$ cat src/rtl/slice_pkg.sv
// rtl/slice_pkg.sv - shared slice geometry helpers and commit FSM states
package slice_pkg;

   typedef enum logic [1:0] {
      CFG_IDLE = 2'd0,
      CFG_COMB = 2'd1,
      CFG_MEM  = 2'd2
   } cfg_state_t;

   // Config bits per LUT: both truth-table halves, then split, then ram_en
   function automatic int lut_w(input int s);
      return 2 * (1 << s) + 2;
   endfunction

   // Offset of the first mux-enable bit in the scan chain
   function automatic int mux_off(input int s, input int n);
      return n * lut_w(s);
   endfunction

   // Offset of the carry-chain enable bit
   function automatic int use_cc_off(input int s, input int n, input int m);
      return mux_off(s, n) + m;
   endfunction

   // Offset of the first output-register init bit
   function automatic int init_off(input int s, input int n, input int m);
      return use_cc_off(s, n, m) + 1;
   endfunction

   // Total scan chain length
   function automatic int conf_w(input int s, input int n, input int m);
      return init_off(s, n, m) + 2 * n;
   endfunction

endpackage

$ cat src/rtl/slicem_lut.sv
// rtl/slicem_lut.sv - one fracturable LUT with active storage and LUT-RAM write port
module slicem_lut #(
   parameter int S = 4
) (
   input  logic                  clk,
   input  logic                  rst_n,
   input  logic                  load,
   input  logic [2*(2**S)-1:0]   cfg_tt,
   input  logic                  cfg_split,
   input  logic                  cfg_ram_en,
   input  logic [S-1:0]          a,
   input  logic [S-1:0]          b,
   input  logic                  we,
   input  logic [S:0]            addr,
   input  logic                  wdata,
   output logic                  out0,
   output logic                  out1
);

   localparam int TT_W = 2 * (2 ** S);

   logic [TT_W-1:0] tt_q;
   logic            split_q;
   logic            ram_en_q;

   // Commit load wins over a runtime write landing in the same cycle
   always_ff @(posedge clk or negedge rst_n) begin
      if (!rst_n) begin
         tt_q     <= '0;
         split_q  <= 1'b0;
         ram_en_q <= 1'b0;
      end else if (load) begin
         tt_q     <= cfg_tt;
         split_q  <= cfg_split;
         ram_en_q <= cfg_ram_en;
      end else if (we && ram_en_q) begin
         tt_q[addr] <= wdata;
      end
   end

   // Split: two independent S-input halves; unsplit: one (S+1)-input table
   always_comb begin
      out0 = 1'b0;
      out1 = 1'b0;
      if (split_q) begin
         out0 = tt_q[{1'b0, a}];
         out1 = tt_q[{1'b1, b}];
      end else begin
         out0 = tt_q[{b[0], a}];
         out1 = out0;
      end
   end

endmodule

$ cat src/rtl/baked_slicem.sv
// rtl/baked_slicem.sv - logic slice top: scan chain, commit FSM, mux tree, carry, output registers
module baked_slicem
   import slice_pkg::*;
#(
   parameter int S_XX_BASE = 4,
   parameter int NUM_LUTS  = 4,
   parameter int MUX_LVLS  = $clog2(NUM_LUTS)
) (
   input  logic                              clk,
   input  logic                              rst_n,
   input  logic                              cen,
   input  logic                              cen_soft,
   input  logic                              shift_in,
   input  logic                              shift_in_soft,
   input  logic                              set_in,
   input  logic                              set_in_soft,
   output logic                              shift_out,
   output logic                              set_out,
   output logic                              cfg_busy,
   input  logic [2*S_XX_BASE*NUM_LUTS-1:0]   luts_input,
   input  logic [MUX_LVLS-1:0]               higher_order_address,
   input  logic                              reg_we,
   input  logic                              carry_in,
   output logic                              carry_out,
   input  logic                              ram_we,
   input  logic [MUX_LVLS-1:0]               ram_lut_sel,
   input  logic [S_XX_BASE:0]                ram_addr,
   input  logic                              ram_wdata,
   output logic [2*NUM_LUTS-1:0]             comb_output,
   output logic [2*NUM_LUTS-1:0]             sync_output
);

   localparam int TT_W     = 2 * (2 ** S_XX_BASE);
   localparam int LUT_W    = lut_w(S_XX_BASE);
   localparam int MUX_OFF  = mux_off(S_XX_BASE, NUM_LUTS);
   localparam int CC_OFF   = use_cc_off(S_XX_BASE, NUM_LUTS, MUX_LVLS);
   localparam int INIT_OFF = init_off(S_XX_BASE, NUM_LUTS, MUX_LVLS);
   localparam int CONF_W   = conf_w(S_XX_BASE, NUM_LUTS, MUX_LVLS);

   cfg_state_t          state_q, state_d;
   logic [CONF_W-1:0]   scan_q;
   logic                set_q;
   logic [MUX_LVLS-1:0] mux_en_q;
   logic                use_cc_q;
   logic [NUM_LUTS-1:0] out0, out1, lut_we;
   logic                set_lvl, set_rise, shift_en, shift_data, commit;
   logic [MUX_LVLS-1:0] mux_sel;
   logic                run, cc;

   assign set_lvl    = set_in | set_in_soft;
   assign set_rise   = set_lvl & ~set_q;
   assign shift_en   = (cen | cen_soft) & (state_q == CFG_IDLE) & ~set_lvl;
   assign shift_data = cen ? shift_in : shift_in_soft;
   assign shift_out  = scan_q[CONF_W-1];
   assign commit     = (state_q == CFG_COMB);

   // Scan chain: new bit enters at bit 0, frozen while a commit is running
   always_ff @(posedge clk or negedge rst_n) begin
      if (!rst_n) begin
         scan_q <= '0;
      end else if (shift_en) begin
         scan_q <= {scan_q[CONF_W-2:0], shift_data};
      end
   end

   // Commit-request edge detector and FSM state register
   always_ff @(posedge clk or negedge rst_n) begin
      if (!rst_n) begin
         set_q   <= 1'b0;
         state_q <= CFG_IDLE;
      end else begin
         set_q   <= set_lvl;
         state_q <= state_d;
      end
   end

   // Commit sequencing: edges seen outside IDLE are simply dropped
   always_comb begin
      state_d  = state_q;
      set_out  = 1'b0;
      cfg_busy = 1'b1;
      case (state_q)
         CFG_IDLE: begin
            cfg_busy = 1'b0;
            if (set_rise) state_d = CFG_COMB;
         end
         CFG_COMB: begin
            set_out = 1'b1;
            state_d = CFG_MEM;
         end
         CFG_MEM:  state_d = CFG_IDLE;
         default:  state_d = CFG_IDLE;
      endcase
   end

   // Slice-level active configuration, loaded alongside the truth tables
   always_ff @(posedge clk or negedge rst_n) begin
      if (!rst_n) begin
         mux_en_q <= '0;
         use_cc_q <= 1'b0;
      end else if (commit) begin
         mux_en_q <= scan_q[MUX_OFF +: MUX_LVLS];
         use_cc_q <= scan_q[CC_OFF];
      end
   end

   for (genvar i = 0; i < NUM_LUTS; i++) begin : g_lut
      assign lut_we[i] = ram_we & (ram_lut_sel == MUX_LVLS'(i)) & (state_q == CFG_IDLE);

      slicem_lut #(.S(S_XX_BASE)) u_lut (
         .clk        (clk),
         .rst_n      (rst_n),
         .load       (commit),
         .cfg_tt     (scan_q[i*LUT_W +: TT_W]),
         .cfg_split  (scan_q[i*LUT_W + TT_W]),
         .cfg_ram_en (scan_q[i*LUT_W + TT_W + 1]),
         .a          (luts_input[2*S_XX_BASE*i +: S_XX_BASE]),
         .b          (luts_input[2*S_XX_BASE*i + S_XX_BASE +: S_XX_BASE]),
         .we         (lut_we[i]),
         .addr       (ram_addr),
         .wdata      (ram_wdata),
         .out0       (out0[i]),
         .out1       (out1[i])
      );
   end

   // Output assembly: mux tree on bit 0, carry sums overriding every even bit
   always_comb begin
      comb_output = '0;
      carry_out   = 1'b0;
      run         = 1'b1;
      mux_sel     = '0;
      // Only the unbroken run of enabled levels from level 0 contributes select bits
      for (int j = 0; j < MUX_LVLS; j++) begin
         run        = run & mux_en_q[j];
         mux_sel[j] = higher_order_address[j] & run;
      end
      for (int i = 0; i < NUM_LUTS; i++) begin
         comb_output[2*i]   = out0[i];
         comb_output[2*i+1] = out1[i];
      end
      comb_output[0] = out0[mux_sel];
      cc = carry_in;
      for (int i = 0; i < NUM_LUTS; i++) begin
         if (use_cc_q) comb_output[2*i] = out1[i] ^ cc;
         cc = out1[i] ? cc : luts_input[2*S_XX_BASE*i];
      end
      carry_out = use_cc_q & cc;
   end

   // Output registers: init load during MEM overrides the fabric enable
   always_ff @(posedge clk or negedge rst_n) begin
      if (!rst_n) begin
         sync_output <= '0;
      end else if (state_q == CFG_MEM) begin
         sync_output <= scan_q[INIT_OFF +: 2*NUM_LUTS];
      end else if (reg_we) begin
         sync_output <= comb_output;
      end
   end

endmodule

$ cat config.mk
export PLATFORM = sky130hd
export DESIGN_NAME = baked_slicem
export DESIGN_NICKNAME = d
export VERILOG_FILES = /design/src/rtl/slice_pkg.sv /design/src/rtl/slicem_lut.sv /design/src/rtl/baked_slicem.sv
export SDC_FILE = /design/constraint.sdc
export NUM_CORES = 1
export LEC_CHECK = 0
export BUFFER_PORTS_ARGS = -buffer_cell sky130_fd_sc_hd__buf_2
export CAP_MARGIN = 20
export CELL_PAD_IN_SITES_DETAIL_PLACEMENT = 0
export CELL_PAD_IN_SITES_GLOBAL_PLACEMENT = 2
export CORE_ASPECT_RATIO = 1.1
export CORE_MARGIN = 2
export CORE_UTILIZATION = 30
export DETAILED_ROUTE_END_ITERATION = 12
export GPL_ROUTABILITY_DRIVEN = 0
export GPL_TIMING_DRIVEN = 0
export PLACE_DENSITY = 0.66
export SLEW_MARGIN = 20
export SYNTH_ARGS = -nofsm -noshare
export SYNTH_HDL_FRONTEND = slang
export SYNTH_SLANG_ARGS = --single-unit
$ cat constraint.sdc
create_clock -name clk -period 4.2 [get_ports clk]
set_clock_uncertainty 0.15 [all_clocks]
set_input_delay 0.21 -clock clk [delete_from_list [all_inputs] [get_ports clk]]
set_output_delay 0.21 -clock clk [all_outputs]
set_load 0.02 [all_outputs]
== After elaboration in Yosys (flattened, before gate mapping) ==
Index checks and enable logic that the tools add are counted.
Cells by class
  bitwise gates (word level): 23
  equal/unequal tests: 6
  reduce and logical (&&, ||, !) cells: 12
  multiplexer cells: 63
  $lt $le $gt $ge: 15
Operator list (number)
  two-way mux 32 bit: 8
  bitwise mux 32 bit: 4
  < comparator 5 x 6 -> 1 bit, second input constant: 9
  two-way mux 1 bit: 33
  binary-select mux 1 bit (select 4 bit): 8
  < comparator 4 x 6 -> 1 bit, second input constant: 4
  binary-select mux 1 bit (select 5 bit): 4
  two-way mux 8 bit: 2
  bitwise AND 1 bit: 15
  nonzero test 2 bit: 5
  equality test 2 bit, second input constant: 3
  demux 1 bit (select 5 bit): 1
  greater-or-equal comparator 5 x 1 -> 1 bit, second input constant: 1
  logical AND 1 bit: 5
  equality test 2 x 1 -> 1 bit, second input constant: 2
  logical NOT 2 bit: 2
  case mux 2 bit (2 select lines): 1
  bitwise XOR 1 bit: 4
  < comparator 2 x 3 -> 1 bit, second input constant: 1
  binary-select mux 1 bit (select 2 bit): 1
  two-way mux 2 bit: 1
  inequality test 2 bit, second input constant: 1
  inverter 1 bit: 2
  bitwise OR 1 bit: 2
Storage, ports and cells
  input bits: 53
  flip-flop bits (word level): 297
  word-level logic and storage cells: 137
  output and inout port bits: 20

== Logic depth before layout (Yosys ltp) ==
  depth after elaboration: 10
  mapped depth: 10

== Modules after synthesis ==
Synthesis repeated with hierarchy kept, for this count alone.
Unflattened totals
  cell total of the unflattened synthesis: 1334
  area total of the unflattened synthesis: 15114.5 µm²
By module, submodules not included
  slicem_lut: instances 4, area each 2167.1 µm², cells each 229, seq. area each 850.8 µm²
  baked_slicem: instances 1, area each 6446.2 µm², cells each 418, seq. area each 4028.9 µm²

== Least setup slack after synthesis ==
Ideal clock, no wire load.
  path type: in2out
  start: input port luts_input[0]
  end: output port comb_output[6]
  cell stages on the path: 10
  path slack: 1.132 ns
  data arrival time: 2.708 ns
  cells stage by stage: buf_1 mux4_2 o22ai_1 o221ai_1 a21oi_2 inv_2 mux2_4 a31oi_4 mux2i_1 or2_1
Between the ends
  cells in the longest elaborated chain, start to end: 8
Ends and longest elaborated chain
  start, declared: RTL line baked_slicem.sv:20  | input logic [2*S_XX_BASE*NUM_LUTS-1:0] luts_input,
  binary-select mux 1 bit (select 5 bit): RTL line slicem_lut.sv:49  | out0 = tt_q[{b[0], a}];
  two-way mux 1 bit (not written as such): RTL line slicem_lut.sv:49
  two-way mux 1 bit: RTL line slicem_lut.sv:45  | if (split_q) begin
  via g_lut[0].u_lut.out1: RTL line slicem_lut.sv:17  | output logic out1
  two-way mux 1 bit (3 in series): RTL line baked_slicem.sv:146  | cc = out1[i] ? cc : luts_input[2*S_XX_BASE*i];
  bitwise XOR 1 bit: RTL line baked_slicem.sv:145  | if (use_cc_q) comb_output[2*i] = out1[i] ^ cc;
  two-way mux 1 bit: RTL line baked_slicem.sv:145
  end, declared: RTL line baked_slicem.sv:29  | output logic [2*NUM_LUTS-1:0] comb_output,
The timed path passes the listed nets, and every way through them passes these cells. The select of a mux whose other input is x is not followed.

== Worst setup path in the final report ==
  start: register g_lut[2].u_lut.tt_q[0]
  end: output port comb_output[6]
Between the ends
  cells in the longest elaborated chain, start to end: 6
Ends and longest elaborated chain
  start, declared: RTL line slicem_lut.sv:22  | logic [TT_W-1:0] tt_q;
  start signal, assigned: RTL line slicem_lut.sv:33  | tt_q <= cfg_tt;
  start signal, assigned by index: RTL line slicem_lut.sv:37  | tt_q[addr] <= wdata;
  binary-select mux 1 bit (select 5 bit): RTL line slicem_lut.sv:49
  two-way mux 1 bit (not written as such): RTL line slicem_lut.sv:49
  two-way mux 1 bit: RTL line slicem_lut.sv:45
  two-way mux 1 bit: RTL line baked_slicem.sv:146
  bitwise XOR 1 bit: RTL line baked_slicem.sv:145
  two-way mux 1 bit: RTL line baked_slicem.sv:145
Every way passes these cells. The select of a mux whose other input is x is not followed.

==> metrics.txt <==
outcome=finished clean; initial antenna violation count=0; relative slew slack=0.258; Horiz. Die Dim=214 um; syn_nets=1,387; clock power share=0.361; Yosys cell types=58; clock sinks=297; maximum root-to-sink buffer count=3; Core ar.=between 40,000 and 50,000 um2; Req. time, crit path=3.84 ns; Port Buffer Count=58; Pleak=7.26 nW; post-DR vias/cell=5.29; asr flop ratio synth=1.00; ANT cells=0; via count=11.2k; YS warnings=0; Std-Cell Rows=84; layout cell share with drive strength beyond 1=0.234; cell taking the most area after synthesis=dfrtp_1; IO Pins=73; DRC=0; Largest stage delay, worst path=approximately 0.57 ns; Final Setup Violations=0; Final WS setup=0.166 ns; top cells by area in the synthesized netlist=dfrtp_1 (51%), mux2_2 (12%), a21oi_1 (9.1%); Crit path max-delay family=multiplexers; post-synth top area share=0.511; Clock Tree Root=clkbuf_16; Routed WL per cell=25.2 um; slowest CP cell=mux4_1; hold crit path type=in -> reg; largest net degree at the start of global routing=84; Post-CTS Setup Bufs=0; Top FF cell, synth=dfrtp_1; total power=about 8.5 mW; GRT Total Usage=0.214; Synth Register Bits=297; Worst IR Drop VDD=0.000226 V; Die Y=around 240 um; htree depth=2; fin cells=2,109; crit-path cells=mux4_1, mux2_2, mux4_2, o211a_1, a32o_2, a31oi_4, mux2i_1, or2_1, buf_2; final WL=53,100 um; clock slew at reported path FFs=0.06 ns; CP Capture Type=output pin; DRT Pass-1 Iters=5; top post-synthesis cells by count=dfrtp_1 (297), a21oi_1 (264), nor2_1 (189), mux2_2 (152), nand2_1 (63); dpl ws=0.350 ns; part of the power in registers=0.434; Comb pwr share=0.205; Net Switching=2.57 mW; crit-path max FO=2; die area=around 50,000 um2; Critical Path Start Type=register; TritonCTS clock tree=yes; Mapped Area=14,600 um2; Post-synth EDFFs=0; 1st-iter DRT viols=950; power per cell area=between 500 and 600 nW/um2; first-pass GRT wire length=78,700 um; nets=between 1k and 1.5k; Final period util=0.960; max-slew violations=0; Initial Util=0.304; Mapped Avg Cell Area=10.9 um2; crit path kind=reg -> out; Worst Tran Pin Value=~1.1 ns; post-synthesis cell count=roughly 1.3k; grt ovf=0; Final Hold Vio Count=0; RSZ-0062 raised after global routing=no; total CTS buffers=37; internal power=5.92 mW; post-route ant nets=0; post-synthesis sequential area ratio=0.511; Max Cap Viol=0; crit path time final=4.03 ns; HPWL after detailed placement=38,500 um; Area Overhead vs Synth=16.4%; most frequent cell after synthesis=dfrtp_1; fmax=0.248 GHz; worst skew pair latency=roughly 0.55 ns; critical path arrival=3.67 ns; switching share of power=0.303; WP buf/inv=1; vias in the first global route=11.4k; placed cell count=2,040
[area by class of cell]
type	instances	area [um2]
well taps	645	807
repair buffers	66	433
plain buffers	81	347
flip-flops and latches	297	7430
fillers	4846	30900
multi-input cells	942	6730
clock inverters	9	72.6
inverters	14	52.6
clock buffers	55	1060
[sequential cells by signal, summed over array words and instances, names as in the netlist]
register,flops
scan_q,147
g_lut.u_lut.ram_en_q,4
state_q,2
set_q,1
use_cc_q,1
mux_en_q,2
g_lut.u_lut.tt_q,128
g_lut.u_lut.split_q,4
sync_output,8
[through the flow]
stage / utilization / setup TNS [ns] / hold slack [ns] / instance area (um2)
finish: 0.354 / 0 / 0.0364 / 16900
global route: 0.354 / 0 / 0.0429 / 16900
CTS: 0.354 / 0 / 0.0285 / 16900
detailed placement: 0.329 / 0 / 0.109 / 15700
global placement: 0.327 / -955.81 / 0.242 / 15700
floorplan: - / 0 / -0.236 / 14600
[layer usage]
layer / track usage / vias to the layer above / share of wire
li1: - / 5061 / -
met5: 0 / - / 0
met4: 0.0793 / 0 / 0.038
met2: 0.354 / 301 / 0.48
met1: 0.282 / 5697 / 0.44
met3: 0.0350 / 98 / 0.046
[worst register-to-register path, delay by kind of cell, from the launching register on]
kind          cells  cell delay (ns)
mux               1             0.42
flops             1             0.46
buf+inv           2             1.48
simple gates      2             1.13
[power groups by stage]
stage / Combinational, mW / Clock, mW / Sequential, mW
detailed placement: 1.74 / 0 / 3.73
global route: 1.90 / 3.25 / 3.75
CTS: 1.76 / 3.15 / 3.69
floorplan: 1.16 / 0 / 3.62
global placement: 1.72 / 0 / 3.72
finish: 1.74 / 3.07 / 3.69
[path summary, 6_finish.rpt]
kind	startpoint	to	slack [ns]	cells past startpoint
worst min register to register	set_q	state_q[0]	0.27	1
max in group asynchronous	rst_n	scan_q[126]	2.62	4
worst max-delay path	g_lut[2].u_lut.tt_q[0]	comb_output[6]	0.17	9
worst min-delay path	reg_we	sync_output[4]	0.04	2
worst max register to register	state_q[0]	scan_q[48]	0.46	5
min in group asynchronous	rst_n	scan_q[42]	0.11	2
[what timing repair did]
item,in CTS,in global routing
resized for setup,1,0
endpoints found under the setup margin,1,0
hold endpoints to repair,79,0
hold buffers,5,0
[layout by cell type, fill, tap and decap left out, types with 15 or more instances in the layout]
| cell type | netlist | routed |
|---|---|---|
| dfrtp_1 | 297 | 297 |
| nor2_1 | 189 | 189 |
| a21oi_1 | 264 | 264 |
| mux2_2 | 152 | 152 |
| nand2_1 | 63 | 63 |
| o21ai_0 | 26 | 26 |
| buf_2 | 3 | 60 |
| nor2b_1 | 24 | 24 |
| clkbuf_1 | 61 | 71 |
| clkbuf_16 | 0 | 37 |
| a31oi_1 | 40 | 40 |
| mux4_2 | 46 | 46 |
| mux2i_1 | 15 | 15 |
[cells by family (layout without fill, tap and decap cells)]
group | Yosys count | count (layout) | synth area share
AO/OA/AOI/OAI | 375 | 375 | 0.140
AND/OR/NAND/NOR | 342 | 342 | 0.104
flip-flops | 297 | 297 | 0.511
multiplexers | 223 | 223 | 0.216
buffers and inverters | 95 | 225 | 0.0273
XOR/XNOR | 2 | 2 | 0.00120
Power figures use the tool's default switching activity.
